### src/rtl/tanswer_pkg.sv
// Shared types and widths for the task_5 answer collector.
// Optional checksum build: define TANSWER_CHECKSUM_EN.
package tanswer_pkg;
   localparam int BYTE_W = 8;
   localparam int LEN_W  = 12;

   typedef enum logic [1:0] {
      S_IDLE,
      S_RECV,
      S_FLUSH
   } state_t;
endpackage

### src/rtl/tanswer_if.sv
// Downstream byte port of the answer collector (FWFT head + sink ready).
interface tanswer_if;
   import tanswer_pkg::*;

   logic              o_byte_valid;
   logic [BYTE_W-1:0] o_byte;
   logic              o_byte_last;
   logic              i_byte_ready;

   modport master (
      output o_byte_valid,
      output o_byte,
      output o_byte_last,
      input  i_byte_ready
   );

   modport slave (
      input  o_byte_valid,
      input  o_byte,
      input  o_byte_last,
      output i_byte_ready
   );
endinterface

### src/rtl/tanswer_fifo.sv
// First-word-fall-through sync FIFO with occupancy count.
// A write into a full FIFO succeeds when a read frees the slot in the same cycle.
module tanswer_fifo #(
   parameter int DEPTH = 16,
   parameter int W     = 9,
   parameter int CW    = $clog2(DEPTH) + 1
) (
   input  logic          i_clk,
   input  logic          i_rst,
   input  logic          wr_en,
   input  logic [W-1:0]  wr_data,
   input  logic          rd_en,
   output logic [W-1:0]  rd_data,
   output logic          empty,
   output logic          full,
   output logic [CW-1:0] count
);
   logic [W-1:0]    mem [DEPTH];
   logic [CW-2:0]   wr_ptr, rd_ptr;
   logic            do_rd, do_wr;

   assign empty   = (count == '0);
   assign full    = (count == CW'(DEPTH));
   assign do_rd   = rd_en & ~empty;
   assign do_wr   = wr_en & (~full | do_rd);
   assign rd_data = mem[rd_ptr];

   always_ff @(posedge i_clk or posedge i_rst) begin
      if (i_rst) begin
         wr_ptr <= '0;
         rd_ptr <= '0;
         count  <= '0;
      end else begin
         if (do_wr) wr_ptr <= wr_ptr + 1'b1;
         if (do_rd) rd_ptr <= rd_ptr + 1'b1;
         count <= count + CW'(do_wr) - CW'(do_rd);
      end
   end

   always_ff @(posedge i_clk) begin
      if (do_wr) mem[wr_ptr] <= wr_data;
   end
endmodule

### src/rtl/tanswer_collector.sv
// Answer collector: buffers a whole packet, checks its length, forwards bytes.
// Define TANSWER_CHECKSUM_EN to append a per-packet XOR byte after the data.
module tanswer_collector
   import tanswer_pkg::*;
#(
   parameter int DEPTH   = 16,
   parameter int MAX_PKT = 4095
) (
   input  logic              i_clk,
   input  logic              i_rst,
   input  logic              i_tanswer_ready,
   input  logic [BYTE_W-1:0] i_tanswer_data,
   input  logic              i_tanswer_data_last,
   input  logic [LEN_W-1:0]  i_packet_size_in_bytes,
   output logic              o_tmanager_ready,
   tanswer_if.master         sink,
   output logic              o_pkt_done,
   output logic [LEN_W-1:0]  o_pkt_len,
   output logic              o_len_error,
   output logic              o_overflow
);
   localparam int CW = $clog2(DEPTH) + 1;

   state_t            state, state_nxt;
   logic [LEN_W-1:0]  cnt, plen;
   logic              accept, acc_last, pop, at_max;
   logic              wr_en, wr_ok, pend_nxt, enter_flush;
   logic [BYTE_W:0]   wr_data, head;
   logic              f_empty, f_full;
   logic [CW-1:0]     f_count, cnt_nxt;

   assign accept   = i_tanswer_ready & o_tmanager_ready;
   assign acc_last = accept & i_tanswer_data_last;
   assign pop      = sink.o_byte_valid & sink.i_byte_ready;
   assign at_max   = (cnt == LEN_W'(MAX_PKT));
   assign plen     = at_max ? cnt : cnt + 1'b1;
   assign wr_ok    = wr_en & (~f_full | pop);
   assign cnt_nxt  = f_count + CW'(wr_ok) - CW'(pop);

   assign sink.o_byte_valid = ~f_empty;
   assign sink.o_byte       = head[BYTE_W-1:0];
   assign sink.o_byte_last  = head[BYTE_W];

   tanswer_fifo #(
      .DEPTH (DEPTH),
      .W     (BYTE_W + 1)
   ) u_fifo (
      .i_clk   (i_clk),
      .i_rst   (i_rst),
      .wr_en   (wr_en),
      .wr_data (wr_data),
      .rd_en   (pop),
      .rd_data (head),
      .empty   (f_empty),
      .full    (f_full),
      .count   (f_count)
   );

`ifdef TANSWER_CHECKSUM_EN
   logic              csum_pend, csum_wr;
   logic [BYTE_W-1:0] csum;

   // Checksum goes in after the data; the packet only enters flush once it is stored.
   assign csum_wr     = csum_pend & (~f_full | pop);
   assign wr_en       = accept | csum_wr;
   assign wr_data     = csum_pend ? {1'b1, csum} : {1'b0, i_tanswer_data};
   assign pend_nxt    = acc_last | (csum_pend & ~csum_wr);
   assign enter_flush = csum_wr;

   always_ff @(posedge i_clk or posedge i_rst) begin
      if (i_rst) begin
         csum_pend <= 1'b0;
         csum      <= '0;
      end else if (csum_wr) begin
         csum_pend <= 1'b0;
         csum      <= '0;
      end else if (accept) begin
         csum <= csum ^ i_tanswer_data;
         if (i_tanswer_data_last) csum_pend <= 1'b1;
      end
   end
`else
   assign wr_en       = accept;
   assign wr_data     = {i_tanswer_data_last, i_tanswer_data};
   assign pend_nxt    = 1'b0;
   assign enter_flush = acc_last;
`endif

   always_comb begin
      state_nxt = state;
      unique case (state)
         S_IDLE: begin
            if (enter_flush)  state_nxt = S_FLUSH;
            else if (accept)  state_nxt = S_RECV;
         end
         S_RECV: begin
            if (enter_flush)  state_nxt = S_FLUSH;
         end
         S_FLUSH: begin
            if (pop & sink.o_byte_last) state_nxt = S_IDLE;
         end
         default: state_nxt = S_IDLE;
      endcase
   end

   always_ff @(posedge i_clk or posedge i_rst) begin
      if (i_rst) begin
         state            <= S_IDLE;
         o_tmanager_ready <= 1'b0;
      end else begin
         state            <= state_nxt;
         o_tmanager_ready <= (state_nxt != S_FLUSH) & ~pend_nxt &
                             (cnt_nxt < CW'(DEPTH - 1));
      end
   end

   always_ff @(posedge i_clk or posedge i_rst) begin
      if (i_rst) begin
         cnt         <= '0;
         o_pkt_done  <= 1'b0;
         o_pkt_len   <= '0;
         o_len_error <= 1'b0;
         o_overflow  <= 1'b0;
      end else begin
         o_pkt_done <= acc_last;
         if (accept) begin
            if (at_max) o_overflow <= 1'b1;
            if (i_tanswer_data_last) begin
               o_pkt_len   <= plen;
               o_len_error <= (plen != i_packet_size_in_bytes);
               cnt         <= '0;
            end else begin
               cnt <= plen;
            end
         end
      end
   end
endmodule

### src/flat_wrapper.sv
// flat-port wrapper written by rule: the top's interface ports become plain ports
module tanswer_collector_flat import tanswer_pkg::*;
#(
   parameter int DEPTH   = 16,
   parameter int MAX_PKT = 4095
)
  (i_clk, i_rst, i_tanswer_ready, i_tanswer_data, i_tanswer_data_last, i_packet_size_in_bytes, o_tmanager_ready, o_pkt_done, o_pkt_len, o_len_error, o_overflow, sink_o_byte_valid, sink_o_byte, sink_o_byte_last, sink_i_byte_ready);
  tanswer_if sink_i ();
  input  logic i_clk;
  input  logic i_rst;
  input  logic i_tanswer_ready;
  input  logic [BYTE_W-1:0] i_tanswer_data;
  input  logic i_tanswer_data_last;
  input  logic [LEN_W-1:0] i_packet_size_in_bytes;
  output logic o_tmanager_ready;
  output logic o_pkt_done;
  output logic [LEN_W-1:0] o_pkt_len;
  output logic o_len_error;
  output logic o_overflow;
  output wire logic [$bits(sink_i.o_byte_valid)-1:0] sink_o_byte_valid;
  output wire logic [$bits(sink_i.o_byte)-1:0] sink_o_byte;
  output wire logic [$bits(sink_i.o_byte_last)-1:0] sink_o_byte_last;
  input wire logic [$bits(sink_i.i_byte_ready)-1:0] sink_i_byte_ready;
  assign sink_o_byte_valid = sink_i.o_byte_valid;
  assign sink_o_byte = sink_i.o_byte;
  assign sink_o_byte_last = sink_i.o_byte_last;
  assign sink_i.i_byte_ready = sink_i_byte_ready;
  tanswer_collector #(.DEPTH(DEPTH), .MAX_PKT(MAX_PKT)) u_core (.i_clk(i_clk), .i_rst(i_rst), .i_tanswer_ready(i_tanswer_ready), .i_tanswer_data(i_tanswer_data), .i_tanswer_data_last(i_tanswer_data_last), .i_packet_size_in_bytes(i_packet_size_in_bytes), .o_tmanager_ready(o_tmanager_ready), .sink(sink_i), .o_pkt_done(o_pkt_done), .o_pkt_len(o_pkt_len), .o_len_error(o_len_error), .o_overflow(o_overflow));
endmodule
### config.mk
export PLATFORM = sky130hd
export DESIGN_NAME = tanswer_collector_flat
export DESIGN_NICKNAME = d
export VERILOG_FILES = /design/src/rtl/tanswer_pkg.sv /design/src/rtl/tanswer_if.sv /design/src/rtl/tanswer_fifo.sv /design/src/rtl/tanswer_collector.sv /design/src/flat_wrapper.sv
export SDC_FILE = /design/constraint.sdc
export NUM_CORES = 1
export LEC_CHECK = 0
export BUFFER_PORTS_ARGS = -buffer_cell sky130_fd_sc_hd__buf_4
export CORE_UTILIZATION = 65
export CTS_CLUSTER_DIAMETER = 30
export DETAILED_ROUTE_END_ITERATION = 8
export PLACE_DENSITY = 0.87
export SYNTH_ARGS = -nofsm -noshare
export SYNTH_HDL_FRONTEND = slang
export SYNTH_HIERARCHICAL = 1
export SYNTH_SLANG_ARGS = --single-unit
### constraint.sdc
create_clock -name i_clk -period 5.7 [get_ports i_clk]
set_input_delay 0.855 -clock i_clk [delete_from_list [all_inputs] [get_ports i_clk]]
set_output_delay 0.855 -clock i_clk [all_outputs]
set_load 0.1 [all_outputs]
# [After elaboration in Yosys (flattened, before gate mapping)]
# Memory sizes are Yosys's and may differ from the RTL's.
# Index checks and enable logic that the tools add are counted.
[word_totals] register_bits=43 latch_bits=0 ram_bits=144 romBits=0 in_bits=25 output_inout_bits=26 wordCells=50 mem_count=1
[classes] n_addsub=7 mul=0 n_div=0 n_lt_le_gt_ge=1 eq_ne=6 shifts=0 muxes=9 bitwise_logic=12 reduce_logical=4
[memory_table] memory="u_core.u_fifo.mem" depth=16 width=9 read_ports=1 rd_ports_with_merged_regs=0 write_ports=1 line_no="tanswer_fifo.sv:18" text="logic [W-1:0] mem [DEPTH];"
[ops] cell="12-bit 2-to-1 mux" count=2
[ops] cell="12-bit by 1-bit adder with 12-bit output, second input constant" count=1
[ops] cell="12-bit == test, second input constant" count=1
[ops] cell="12-bit inequality test" count=1
[ops] cell="5-bit by 1-bit adder with 5-bit output" count=2
[ops] cell="5-bit by 1-bit subtractor with 5-bit output" count=2
[ops] cell="4-bit by 1-bit adder with 4-bit output, second input constant" count=2
[ops] cell="1-bit bitwise AND" count=8
[ops] cell="2-bit 2-to-1 mux" count=4
[ops] cell="2-bit case mux with 3 select lines" count=1
[ops] cell="5-bit == test, second input constant" count=1
[ops] cell="5-bit logical NOT" count=1
[ops] cell="5-bit by 4-bit less-than comparator with 1-bit output, second input constant" count=1
[ops] cell="2-bit AND reduction" count=2
[ops] cell="2-bit by 1-bit == test with 1-bit output, second input constant" count=1
[ops] cell="2-bit == test, second input constant" count=1
[ops] cell="2-bit logical NOT" count=1
[ops] cell="1-bit 2-to-1 mux" count=2
[ops] cell="2-bit inequality test, second input constant" count=1
[ops] cell="1-bit inverter" count=2
[ops] cell="1-bit bitwise OR" count=2

# [Longest topological paths before layout]
# Gate-level depths: netlist of run 1.
[logic_depth] depth_word=9 depth_mapped=15 depth_no_buf=14

# [Cells and area by module]
# Netlist of run 1, hierarchy kept.
[by_module_without_submodules] mod="tanswer_fifo" n_inst=1 cells_per_inst=347 area_each_um2=6431.2 seq_area_each_um2=4649.5
[by_module_without_submodules] mod="tanswer_collector" n_inst=1 cells_per_inst=246 area_each_um2=2118.3 seq_area_each_um2=750.7

# [Worst setup path before layout of run 1]
# No wires, ideal clock.
[synth_timing] path_kind="flip-flop to flip-flop" startpoint="reg u_core.o_tmanager_ready" endpoint="reg u_core.u_fifo.count[4]" arrival_time_ns=3.067 slack_ns=2.510 stages_incl_launch_ff=15 path_buffers=2 synth_period_minus_slack_ns=3.190 path_cell_list="dfrtp_1 nand2_1 clkinv_1 clkbuf_1 o21a_1 buf_2 inv_1 ha_1 inv_1 ha_1 fa_1 a21oi_1 nor2_1 nor2_1 xnor2_1"
[synth_via] elab_chain_cells=4
[synth_rtl] element="from (decl)" line_no="tanswer_collector.sv:15" text="output logic o_tmanager_ready,"
[synth_rtl] element="from (signal assigned)" line_no="tanswer_collector.sv:112" text="o_tmanager_ready <= (state_nxt != S_FLUSH) & ~pend_nxt &"
[synth_rtl] element="1-bit bitwise AND" line_no="tanswer_collector.sv:32" text="assign accept = i_tanswer_ready & o_tmanager_ready;"
[synth_rtl] element="via u_core.accept" line_no="tanswer_collector.sv:26" text="logic accept, acc_last, pop, at_max;"
[synth_rtl] element="1-bit bitwise AND" line_no="tanswer_fifo.sv:25" text="assign do_wr = wr_en & (~full | do_rd);"
[synth_rtl] element="5-bit by 1-bit adder with 5-bit output" line_no="tanswer_fifo.sv:36" text="count <= count + CW'(do_wr) - CW'(do_rd);"
[synth_rtl] element="5-bit by 1-bit subtractor with 5-bit output" line_no="tanswer_fifo.sv:36"
[synth_rtl] element="to (signal assigned)" line_no="tanswer_fifo.sv:36"
[synth_rtl] element="to (decl)" line_no="tanswer_fifo.sv:16" text="output logic [CW-1:0] count"
# The timed path passes the listed nets, and every way through them passes these cells.
# A chain may end at the register's enable or synchronous reset.

# [Worst setup path in the final report of run 1]
[layout_timing] startpoint="reg u_core.u_fifo.rd_ptr[1]" endpoint="out sink_o_byte_last"
[layout_via] elab_chain_cells=1
[layout_rtl] element="from (decl)" line_no="tanswer_fifo.sv:19" text="logic [CW-2:0] wr_ptr, rd_ptr;"
[layout_rtl] element="from (signal assigned)" line_no="tanswer_fifo.sv:35" text="if (do_rd) rd_ptr <= rd_ptr + 1'b1;"
[layout_rtl] element="memory read 16 x 9 bit"
[layout_rtl] element="to (decl)" line_no="flat_wrapper.sv:22" text="output wire logic [$bits(sink_i.o_byte_last)-1:0] sink_o_byte_last;"
# No other way between the ends.

==> results of run 1 <==
flip-flops by register name, indices dropped and copies added (netlist names):
| name | count |
|---|---|
| u_core/u_fifo/mem | 144 |
| u_core/cnt | 12 |
| u_core/o_pkt_len | 12 |
| u_core/u_fifo/count | 5 |
| u_core/u_fifo/rd_ptr | 4 |
| u_core/u_fifo/wr_ptr | 4 |
| u_core/state | 2 |
| u_core/o_len_error | 1 |
| u_core/o_overflow | 1 |
| u_core/o_pkt_done | 1 |
| u_core/o_tmanager_ready | 1 |
metal layers:
layer / vias up / wire, um
li1: 2356 / -
met1: 2648 / 7270
met2: 292 / 9830
met3: 53 / 1320
met4: 0 / 776
met5: - / 0
Yosys cell counts (all sizes together), types with 7 or more instances:
cell	count
nor4	7
buf	24
xnor2	14
nand2	46
a221oi	19
dfrtp	43
edfxtp	144
mux4	18
nor2	36
clkbuf	7
xor2	9
mux2i	39
a22oi	10
inv	23
o21ai	27
a21oi	21
nand3	9
nor3	11
ha	16
layout make-up:
| class | instances | area, sq um | share of cell area [%] |
|---|---|---|---|
| clock buffer | 17 | 425 | 4.45 |
| multi-input combinational | 350 | 2840 | 29.6 |
| clock inverter | 14 | 171 | 1.79 |
| tap | 172 | 215 | 2.25 |
| timing repair buffer | 56 | 420 | 4.40 |
| sequential | 187 | 5400 | 56.5 |
| inverter | 25 | 93.8 | 0.981 |
logic make-up after synthesis:
family	share of synthesized area, %
DFF	63.2
adders and majority gates	2.81
muxes	10.0
xor gates and xnor gates	2.36
buffers and inverters	3.67
AOI/OAI and AO/OA	9.35
and+or+nand+nor	8.63
power breakdown:
| part | internal [mW] | switching, mW |
|---|---|---|
| clock | 0.689 | 0.494 |
| combinational | 0.656 | 1.36 |
| sequential | 1.61 | 0.232 |
| total | 2.96 | 2.09 |
path summary, 6_finish.rpt:
path	from	end	depth (start not counted)
min in group asynchronous	i_rst	u_core/u_fifo/count[0]	2
max in group asynchronous	i_rst	u_core/o_pkt_len[10]	2
worst max register to register	u_core/u_fifo/count[3]	u_core/u_fifo/mem[10][6]	7
worst min-delay path	u_core/state[1]	u_core/state[0]	1
worst max-delay path	u_core/u_fifo/rd_ptr[1]	sink_o_byte_last	5
worst min register to register	u_core/state[1]	u_core/state[0]	1
stage by stage:
stage                     power [mW]  std cells  setup slack, ns  instance area [sq um]
final                           5.05        821             1.57                   9560
after global routing            5.27        821             1.46                   9560
after CTS                       5.05        821             1.64                   9560
after detailed placement        3.86        790             2.13                   8970
after global placement          3.78        790             2.24                   8970
after floorplan                 3.47        593             2.51                   8550
==> flow_summary.yaml, run 1 <==
outcome:
  status: "finished, final reports clean"
drt:
  dr.pass1.iters: 5
  postRouteWirelength_um: 19200
  drtAntennaViolNets: 0
  avgViaCountPerCell: 6.52
  remaining_routing_drc_violations: 0
  dr_total_vias: 5349
  drt-initial-drc-count: 632
  drt-wirelength-per-cell_um: 23.4
synth:
  seq_area_frac_synth_pct: 63.2
  postSynth.asyncResetShare_pct: 23.0
  synth_area_sq_um: 8550
  synth_enable_flop_cells: 144
  yosys_warnings: 6
  netlist_top_cells_area: "edfxtp_1 (51%), dfrtp_1 (13%), mux2i_1 (4.6%)"
  number_of_library_cell_types_mapped_by_synthesis: 62
  synth.largest_area_cell: "edfxtp_1"
  synth.avg_cell_area_sq_um: 14.4
  synth.top_cell.area_share_pct: 50.6
  synthCells: 593
  synth_nets: 636
  synth_seq_cells: 187
  ys_dominant_reg_cell: "edfxtp_1"
place:
  gp_routability_congestion: 0.893
  post-dp-hpwl_um: 12400
  buffer_ports.inserted: 50
die:
  dieArea_sq_um: 13600
  horiz_die_dim_um: 117
  initial_core_util_pct: 67.2
  io_pins: 51
  die_h_um: 117
  std_cell_rows: 41
  core_area_sq_um: 12700
setup_path:
  cell_breakdown_of_the_critical_path: "and2_1 -> a221oi_1 -> a22oi_1 -> nand2_1 -> buf_4"
  cpMaxStageDelayCell: "dfrtp_1"
  cp_data_required_time_ns: 4.85
  critical_path.max_fanout: 22
  critPathCaptureType: "output pin"
  worst-setup-path-type: "reg2out"
  critical_path.n_buffers_inverters: 1
  timing.critical_path.slowest_cell_delay_ns: 0.94
  critPathArrivalTime_ns: 3.27
  cp_top_family: "simple AND/OR/NAND/NOR gates"
  worst_setup_path_start_kind: "register"
  reg2reg_setup_slack_ns: 2.55
layout:
  fill_cell_instance_count_of_the_final_layout: 787
  antennaDiodeCount: 0
  mostFrequentLayoutCell: "edfxtp_1"
  nets: 680
  flow.area_growth_from_synthesis_pct: 11.9
  ratio_of_cells_with_drive_above_1_in_the_final_layout_pct: 19.6
  layout.cells.most_common_list: "edfxtp_1 (144), buf_4 (56), nand2_1 (45)"
  final_util_pct: 75.2
global_routing:
  grt_start_max_net_pins: 32
  grt_first_pass_wirelength_um: 29200
  use_met3_pct: 6.59
  grt-ovfl-total: 0
  track_usage_pct: 30.4
  first_global_vias: 5367
  antenna_found_initial: 0
  grt-busiest-layer: "met2"
  grt_use_met2_pct: 52.1
  groute.layer.met1.usage_pct: 36.1
sta:
  clock-skew-final_ns: 0.00840
  finalMaxSlewViolations: 0
  maxSlewHeadroom_pct: 17.1
  setup_violations: 0
  report.final.hold_viol_count: 0
  timing_worst_slew_pin_value_ns: 1.24
  rsz0062_at_grt: "no"
  holdWs_ns: 0.467
  period_minus_slack_ns: 4.13
  finalSetupTns_ns: 0
  highest_clock_frequency_the_design_can_meet_ghz: 0.242
  layout_worst_path_cycle_share_pct: 72.4
clock_tree:
  cts-htree-levels: 4
  ctsRootBufferMaster: "clkbuf_16"
  numCtsBuffers: 17
  clock_sinks: 187
  cts_hold_repair.buffers: 0
  clk_pin_slew_ns: 0.07
  worstSkewPairLatency_ns: 0.43
  post-cts-setup-buffers: 0
  cts_buffer_depth: 2
  post_cts_resize_count: 0
  tritoncts: "done"
power_and_ir_drop:
  vdd_drop_max_mv: 0.563
  static-leakage-power_nw: 3.61
  power_per_cell_area_nw_per_um2: 528
job:
  max_cap_viol_count: 0
hold_path:
  timing.hold.worst.class: "reg2reg"
No activity file was read; power rests on OpenSTA's default activity.
==> run 2: changes to the inputs <==
--- a/config.mk
+++ b/config.mk
@@ -5,11 +5,12 @@
 export SDC_FILE = /design/constraint.sdc
 export NUM_CORES = 1
 export LEC_CHECK = 0
+export ABC_AREA = 1
 export BUFFER_PORTS_ARGS = -buffer_cell sky130_fd_sc_hd__buf_4
-export CORE_UTILIZATION = 65
+export CORE_UTILIZATION = 55
 export CTS_CLUSTER_DIAMETER = 30
 export DETAILED_ROUTE_END_ITERATION = 8
-export PLACE_DENSITY = 0.87
+export PLACE_DENSITY = 0.79
 export SYNTH_ARGS = -nofsm -noshare
 export SYNTH_HDL_FRONTEND = slang
 export SYNTH_HIERARCHICAL = 1
==> constraint.sdc (replaced) <==
create_clock -name i_clk -period 3.6 [get_ports i_clk]
set_input_delay 0.54 -clock i_clk [delete_from_list [all_inputs] [get_ports i_clk]]
set_output_delay 0.54 -clock i_clk [all_outputs]
set_load 0.1 [all_outputs]
==> run 2 against run 1 <==
  * Global-route usage is 5.8 points lower
  * Combinational power up 95%
  * Clock power rose by 53%
  * Area after synthesis grew 3.3%
  * Sequential power grew 51%
  * Die area increased by 22%
  * Critical path depth increased by 3
  * Design area up 4.3%
  * Synthesized cell count rose by 60%
  * Utilization fell by 10 points
  * Hold slack got worse by 0.31 ns
  * Flip-flop and latch count unchanged
  * Critical endpoint unchanged
  * Largest power group unchanged
==> flow_summary.yaml, run 2 <==
outcome:
  status: "finished, final reports clean"
synth:
  netlist_top_cells_area: "edfxtp_1 (49%), nand2_1 (15%), dfrtp_1 (12%)"
  number_of_library_cell_types_mapped_by_synthesis: 32
  post-synth-top-count-cell: "nand2_1"
  synth-xor-area-share_pct: 1.29
  yosys_warnings: 6
  synth_seq_cells: 187
  synth_compound_gate_area_share_pct: 2.47
  seq_area_frac_synth_pct: 61.2
  yosys.area_share.simple_pct: 25.0
  synthCells: 951
  synth_enable_flop_cells: 144
  post_synth_fa_ha_maj_area_fraction_pct: 2.72
  synth.avg_cell_area_sq_um: 9.28
  ys_dominant_reg_cell: "edfxtp_1"
  synth_area_sq_um: 8830
  main_combinational_cell_family_by_area_after_synthesis: "simple AND/OR/NAND/NOR gates"
  synth.top_cell.area_share_pct: 49.0
  synth.mux.area_fraction_pct: 0
  synth_nets: 994
  synth.cells.most_frequent: "nand2_1 (346), edfxtp_1 (144), inv_1 (114), nor2_1 (94), nand3_1 (78)"
  postSynth.asyncResetShare_pct: 23.0
  synth.largest_area_cell: "edfxtp_1"
place:
  detailed_place.area_sq_um: 9410
  buffer_ports.inserted: 50
  post-dp-hpwl_um: 11800
  dpl.cell_count: 1198
  dpl_worst_slack_ns: 0.835
  gp_routability_congestion: 0.861
die:
  std_cell_rows: 45
  die_h_um: 129
  dieArea_sq_um: 16600
  horiz_die_dim_um: 129
  core_area_sq_um: 15400
  io_pins: 51
  initial_core_util_pct: 57.2
drt:
  drt-wirelength-per-cell_um: 15.1
  drtAntennaViolNets: 0
  remaining_routing_drc_violations: 0
  postRouteWirelength_um: 18600
  avgViaCountPerCell: 5.17
  drt-initial-drc-count: 540
  dr_total_vias: 6360
  dr.pass1.iters: 5
clock_tree:
  post-cts-setup-buffers: 0
  post_cts_resize_count: 0
  tritoncts: "done"
  numCtsBuffers: 17
  clock_sinks: 187
  worstSkewPairLatency_ns: 0.43
  cts_buffer_depth: 2
  cts-htree-levels: 4
  clk_pin_slew_ns: 0.07
  ctsRootBufferMaster: "clkbuf_16"
  cts_hold_repair.buffers: 0
layout:
  reg_top3: "u_core/u_fifo/mem: 144 flops, u_core/cnt: 12 flops, u_core/o_pkt_len: 12 flops"
  mostFrequentLayoutCell: "nand2_1"
  fin_area_sq_um: 9980
  multi_input_area_sq_um: 2780
  largest_register: "u_core/u_fifo/mem"
  layout.cells.most_common_list: "nand2_1 (346), edfxtp_1 (144), inv_1 (114)"
  ratio_of_cells_with_drive_above_1_in_the_final_layout_pct: 11.4
  non_filler_cells_in_the_finished_layout: 1230
  nets: 1049
  flow.area_growth_from_synthesis_pct: 13.0
  antennaDiodeCount: 0
  fill_cell_instance_count_of_the_final_layout: 1276
  final_util_pct: 64.7
  largest_reg_flops: 144
  register_area_sq_um: 5400
sta:
  post-route-worst-setup-slack_ns: 0.569
  timing_worst_slew_pin_value_ns: 0.942
  finalMaxSlewViolations: 0
  finalSetupTns_ns: 0
  holdWs_ns: 0.152
  highest_clock_frequency_the_design_can_meet_ghz: 0.330
  setup_violations: 0
  report.final.hold_viol_count: 0
  maxSlewHeadroom_pct: 37.2
  clock-skew-final_ns: 0.00941
  period_minus_slack_ns: 3.03
  layout_worst_path_cycle_share_pct: 84.2
  rsz0062_at_grt: "no"
power_and_ir_drop:
  power_per_cell_area_nw_per_um2: 852
  power.total_mw: 8.50
  static-leakage-power_nw: 4.42
  vdd_drop_max_mv: 0.950
setup_path:
  critPathArrivalTime_ns: 2.49
  critical_path.max_fanout: 91
  cp_data_required_time_ns: 3.06
  critical_path.reg2reg.endpoint: "u_core/u_fifo/count[4]"
  reg2reg_setup_slack_ns: 0.81
  critPathCaptureType: "output pin"
  worst_setup_path_start_kind: "register"
  worst-r2r-cell-count: 16
  worst-setup-path-type: "reg2out"
  regToRegStartpoint: "u_core/u_fifo/count[3]"
global_routing:
  grt_start_max_net_pins: 92
  first_global_vias: 6030
  antenna_found_initial: 0
  grt_first_pass_wirelength_um: 30300
  grt-ovfl-total: 0
  track_usage_pct: 24.5
job:
  max_cap_viol_count: 0
hold_path:
  timing.hold.worst.class: "in2async"
run 2: cell count changes after synthesis, sizes merged, moves of 19 or more:
cell,before,now
inv,23,120
a221oi,19,0
nand3,9,79
nand2,46,351
nor2,36,97
mux2i,39,0
run 2: cell families after synthesis:
kind of cell,count (synthesis)
simple gates,541
flops,187
buf+inv,153
compound gates,39
fa+ha+maj,18
xor+xnor,13
run 2: power breakdown:
group	total (mW)	internal [mW]	switching, mW
Sequential	2.77	2.57	0.198
Combinational	3.93	0.989	2.94
Clock	1.80	0.969	0.828
run 2: worst max path at each step:
stage / depth (start not counted) / start / end / slack (ns)
floorplan: 18 / u_core/u_fifo/count[3] / u_core/u_fifo/count[4] / 0.19
global placement: 17 / u_core/u_fifo/count[3] / u_core/u_fifo/count[4] / 0.98
detailed placement: 16 / u_core/u_fifo/count[3] / u_core/u_fifo/count[4] / 0.84
CTS: 8 / u_core/u_fifo/rd_ptr[0] / sink_o_byte_last / 0.58
global route: 8 / u_core/u_fifo/rd_ptr[0] / sink_o_byte[6] / 0.41
finish: 8 / u_core/u_fifo/rd_ptr[0] / sink_o_byte_last / 0.57
run 2: layout make-up:
cell class                      count  area share [%]
Multi-Input combinational cell    611            27.9
Sequential cell                   187            54.1
Inverter                          121            4.55
Clock buffer                       18            4.30
Tap cell                          211            2.65
Timing Repair Buffer               68            5.12
Clock inverter                     14            1.39
run 2: layer usage:
metal | global-route usage (%) | vias up | wire length, um | part of all wire, %
met4 | 8.58 | 0 | 298 | 1.6
met1 | 32.4 | 2983 | 8000 | 43
li1 | - | 3152 | - | -
met5 | 0 | - | 0 | 0
met3 | 4.66 | 20 | 1230 | 6.6
met2 | 40.9 | 205 | 9050 | 49
run 2: worst max-delay path, stage by stage (launching register included):
cell and delay, ns:
dfrtp_2 0.36, buf_4 0.69, nand2_1 0.10, nand3_1 0.12
nand2_1 0.06, nor2_1 0.12, nand2_1 0.08, nand2_1 0.14
buf_4 0.31
==> run 3: changes to the inputs <==
--- a/config.mk
+++ b/config.mk
@@ -5,12 +5,12 @@
 export SDC_FILE = /design/constraint.sdc
 export NUM_CORES = 1
 export LEC_CHECK = 0
-export ABC_AREA = 1
+export ABC_AREA = 0
 export BUFFER_PORTS_ARGS = -buffer_cell sky130_fd_sc_hd__buf_4
-export CORE_UTILIZATION = 55
+export CORE_UTILIZATION = 61
 export CTS_CLUSTER_DIAMETER = 30
 export DETAILED_ROUTE_END_ITERATION = 8
-export PLACE_DENSITY = 0.79
+export PLACE_DENSITY = 0.83
 export SYNTH_ARGS = -nofsm -noshare
 export SYNTH_HDL_FRONTEND = slang
 export SYNTH_HIERARCHICAL = 1
==> constraint.sdc (replaced) <==
create_clock -name i_clk -period 3.1 [get_ports i_clk]
set_input_delay 0.465 -clock i_clk [delete_from_list [all_inputs] [get_ports i_clk]]
set_output_delay 0.465 -clock i_clk [all_outputs]
set_load 0.1 [all_outputs]
==> run 3 against run 2 <==
  * Routed wire length up 2.7%
  * Sequential share of layout area up 0.78 points
  * Clock skew about the same
  * Flip-flop and latch count unchanged
  * Register-to-register slack worse by 0.52 ns
  * Utilization up 8.5 points
  * Count of clock-buffer cells in the layout up 2
  * Combinational power up 4%
  * Final cell count down 30%
==> flow_summary.yaml, run 3 (synthesis gave the netlist of run 1 again) <==
clock_tree:
  clock_sinks: 187
  cts_buffer_depth: 2
  ctsRootBufferMaster: "clkbuf_16"
  worstSkewPairLatency_ns: 0.44
  clk_pin_slew_ns: 0.06
  cts-htree-levels: 4
  tritoncts: "done"
  cts_hold_repair.buffers: 0
  numCtsBuffers: 17
die:
  die_h_um: 120
  initial_core_util_pct: 63.6
  io_pins: 51
  std_cell_rows: 42
  core_area_sq_um: 13500
  dieArea_sq_um: 14500
  horiz_die_dim_um: 120
drt:
  remaining_routing_drc_violations: 0
  postRouteWirelength_um: 19100
  drtAntennaViolNets: 0
  drt-wirelength-per-cell_um: 22.2
  dr_total_vias: 5432
  drt-initial-drc-count: 474
  avgViaCountPerCell: 6.33
  dr.pass1.iters: 5
layout:
  antennaDiodeCount: 0
  mostFrequentLayoutCell: "edfxtp_1"
  largest_register: "u_core/u_fifo/mem"
  reg_top3: "u_core/u_fifo/mem: 144 flops, u_core/cnt: 12 flops, u_core/o_pkt_len: 12 flops"
  nets: 712
  layout.cells.most_common_list: "edfxtp_1 (144), buf_4 (85), nand2_1 (45)"
  largest_reg_flops: 144
  flow.area_growth_from_synthesis_pct: 15.1
  ratio_of_cells_with_drive_above_1_in_the_final_layout_pct: 23.2
  fin_area_sq_um: 9840
setup_path:
  worst-r2r-cell-count: 7
  critical-path-top-cell-by-count: "buf_4"
  cpMaxStageDelayCell: "dfrtp_1"
  regToRegStartpoint: "u_core/cnt[0]"
  critPathCaptureType: "output pin"
  critPathCapture: "sink_o_byte_last"
  worst_setup_path_start_kind: "register"
  timing.critical_path.slowest_cell_delay_ns: 0.48
  critical_path.reg2reg.endpoint: "u_core/o_len_error"
  worst-setup-path-type: "reg2out"
  critPathLaunch: "u_core/u_fifo/rd_ptr[1]"
  critical_path.max_fanout: 12
  cell_breakdown_of_the_critical_path: "buf_4 -> nor2b_1 -> buf_4 -> a221oi_1 -> o21ai_0 -> nand2_1 -> buf_4"
  cp_data_required_time_ns: 2.63
  critPathArrivalTime_ns: 2.47
  reg2reg_setup_slack_ns: 0.29
place:
  dpl_worst_slack_ns: 0.190
  detailed_place.area_sq_um: 9220
  gp_routability_congestion: 0.940
  buffer_ports.inserted: 50
  post-dp-hpwl_um: 12500
power_and_ir_drop:
  static-leakage-power_nw: 3.78
  power_per_cell_area_nw_per_um2: 963
  vdd_drop_max_mv: 1.00
global_routing:
  grt-ovfl-total: 0
  grt_start_max_net_pins: 31
  first_global_vias: 5526
  antenna_found_initial: 0
  grt_first_pass_wirelength_um: 30100
  track_usage_pct: 28.5
sta:
  post-route-worst-setup-slack_ns: 0.162
  layout_worst_path_cycle_share_pct: 94.8
  period_minus_slack_ns: 2.94
  setup_violations: 0
  clock-skew-final_ns: 0.00940
  finalSetupTns_ns: 0
  report.final.hold_viol_count: 0
  rsz0062_at_grt: "no"
  timing_worst_slew_pin_value_ns: 0.718
  maxSlewHeadroom_pct: 51.9
  finalMaxSlewViolations: 0
  highest_clock_frequency_the_design_can_meet_ghz: 0.340
job:
  max_cap_viol_count: 0
outcome:
  status: "finished, final reports clean"
hold_path:
  timing.hold.worst.class: "in2async"
run 3: cell types whose count changed in the layout (fill, tap and decap cells not counted), moves of 14 or more:
cell | before | now
a21oi_1 | 7 | 21
buf_4 | 68 | 85
inv_1 | 114 | 23
mux2i_1 | 0 | 39
mux4_2 | 0 | 14
nand2_1 | 346 | 45
nand3_1 | 78 | 8
nor2_1 | 94 | 36
run 3: repair_timing:
action	in CTS	in global routing
setup endpoints to repair	0	4
resized for setup	0	2
setup buffers	0	4
run 3: power by group:
part           switching, mW  total (mW)  internal, mW
clock                  0.898        2.16          1.26
combinational           2.71        4.09          1.38
sequential             0.259        3.23          2.97
total                   3.87        9.48          5.61
run 3: layout make-up:
class,instances,area [sq um]
Multi-Input combinational cell,350,2840
Inverter,25,93.8
Clock inverter,12,148
Tap cell,176,220
Clock buffer,20,437
Fill cell,897,3610
Timing Repair Buffer,88,698
Sequential cell,187,5400
run 3: worst min-delay path by stage:
stage | start | cells past startpoint | to
after CTS | i_rst | 2 | u_core/u_fifo/count[3]
final | i_rst | 2 | u_core/u_fifo/count[3]
after detailed placement | u_core/state[1] | 1 | u_core/state[0]
after floorplan | i_rst | 1 | u_core/u_fifo/count[0]
after global placement | u_core/state[1] | 1 | u_core/state[0]
after global routing | i_rst | 2 | u_core/u_fifo/rd_ptr[2]
run 3: per-stage QoR:
step	power, mW	hold WS [ns]	cells	utilization [%]
after floorplan	6.38	0.342	593	-
after global placement	7.17	0.444	822	68.5
after detailed placement	7.30	0.446	822	68.5
after CTS	9.46	0.113	854	72.9
after global routing	9.89	0.130	858	73.1
final	9.48	0.0915	858	73.1
run 3: worst max-delay path, delay by kind of cell, from the launching register on:
| kind | cells | cell delay, ns |
|---|---|---|
| AOI/OAI and AO/OA | 2 | 0.52 |
| DFF | 1 | 0.48 |
| and+or+nand+nor | 2 | 0.28 |
| buffers and inverters | 3 | 0.76 |
run 3: per-layer routing:
metal  track usage, %  part of all wire [%]
met3             7.41                   7.3
met4             13.2                   3.7
met5                0                     0
met2             47.1                    50
met1             35.4                    39
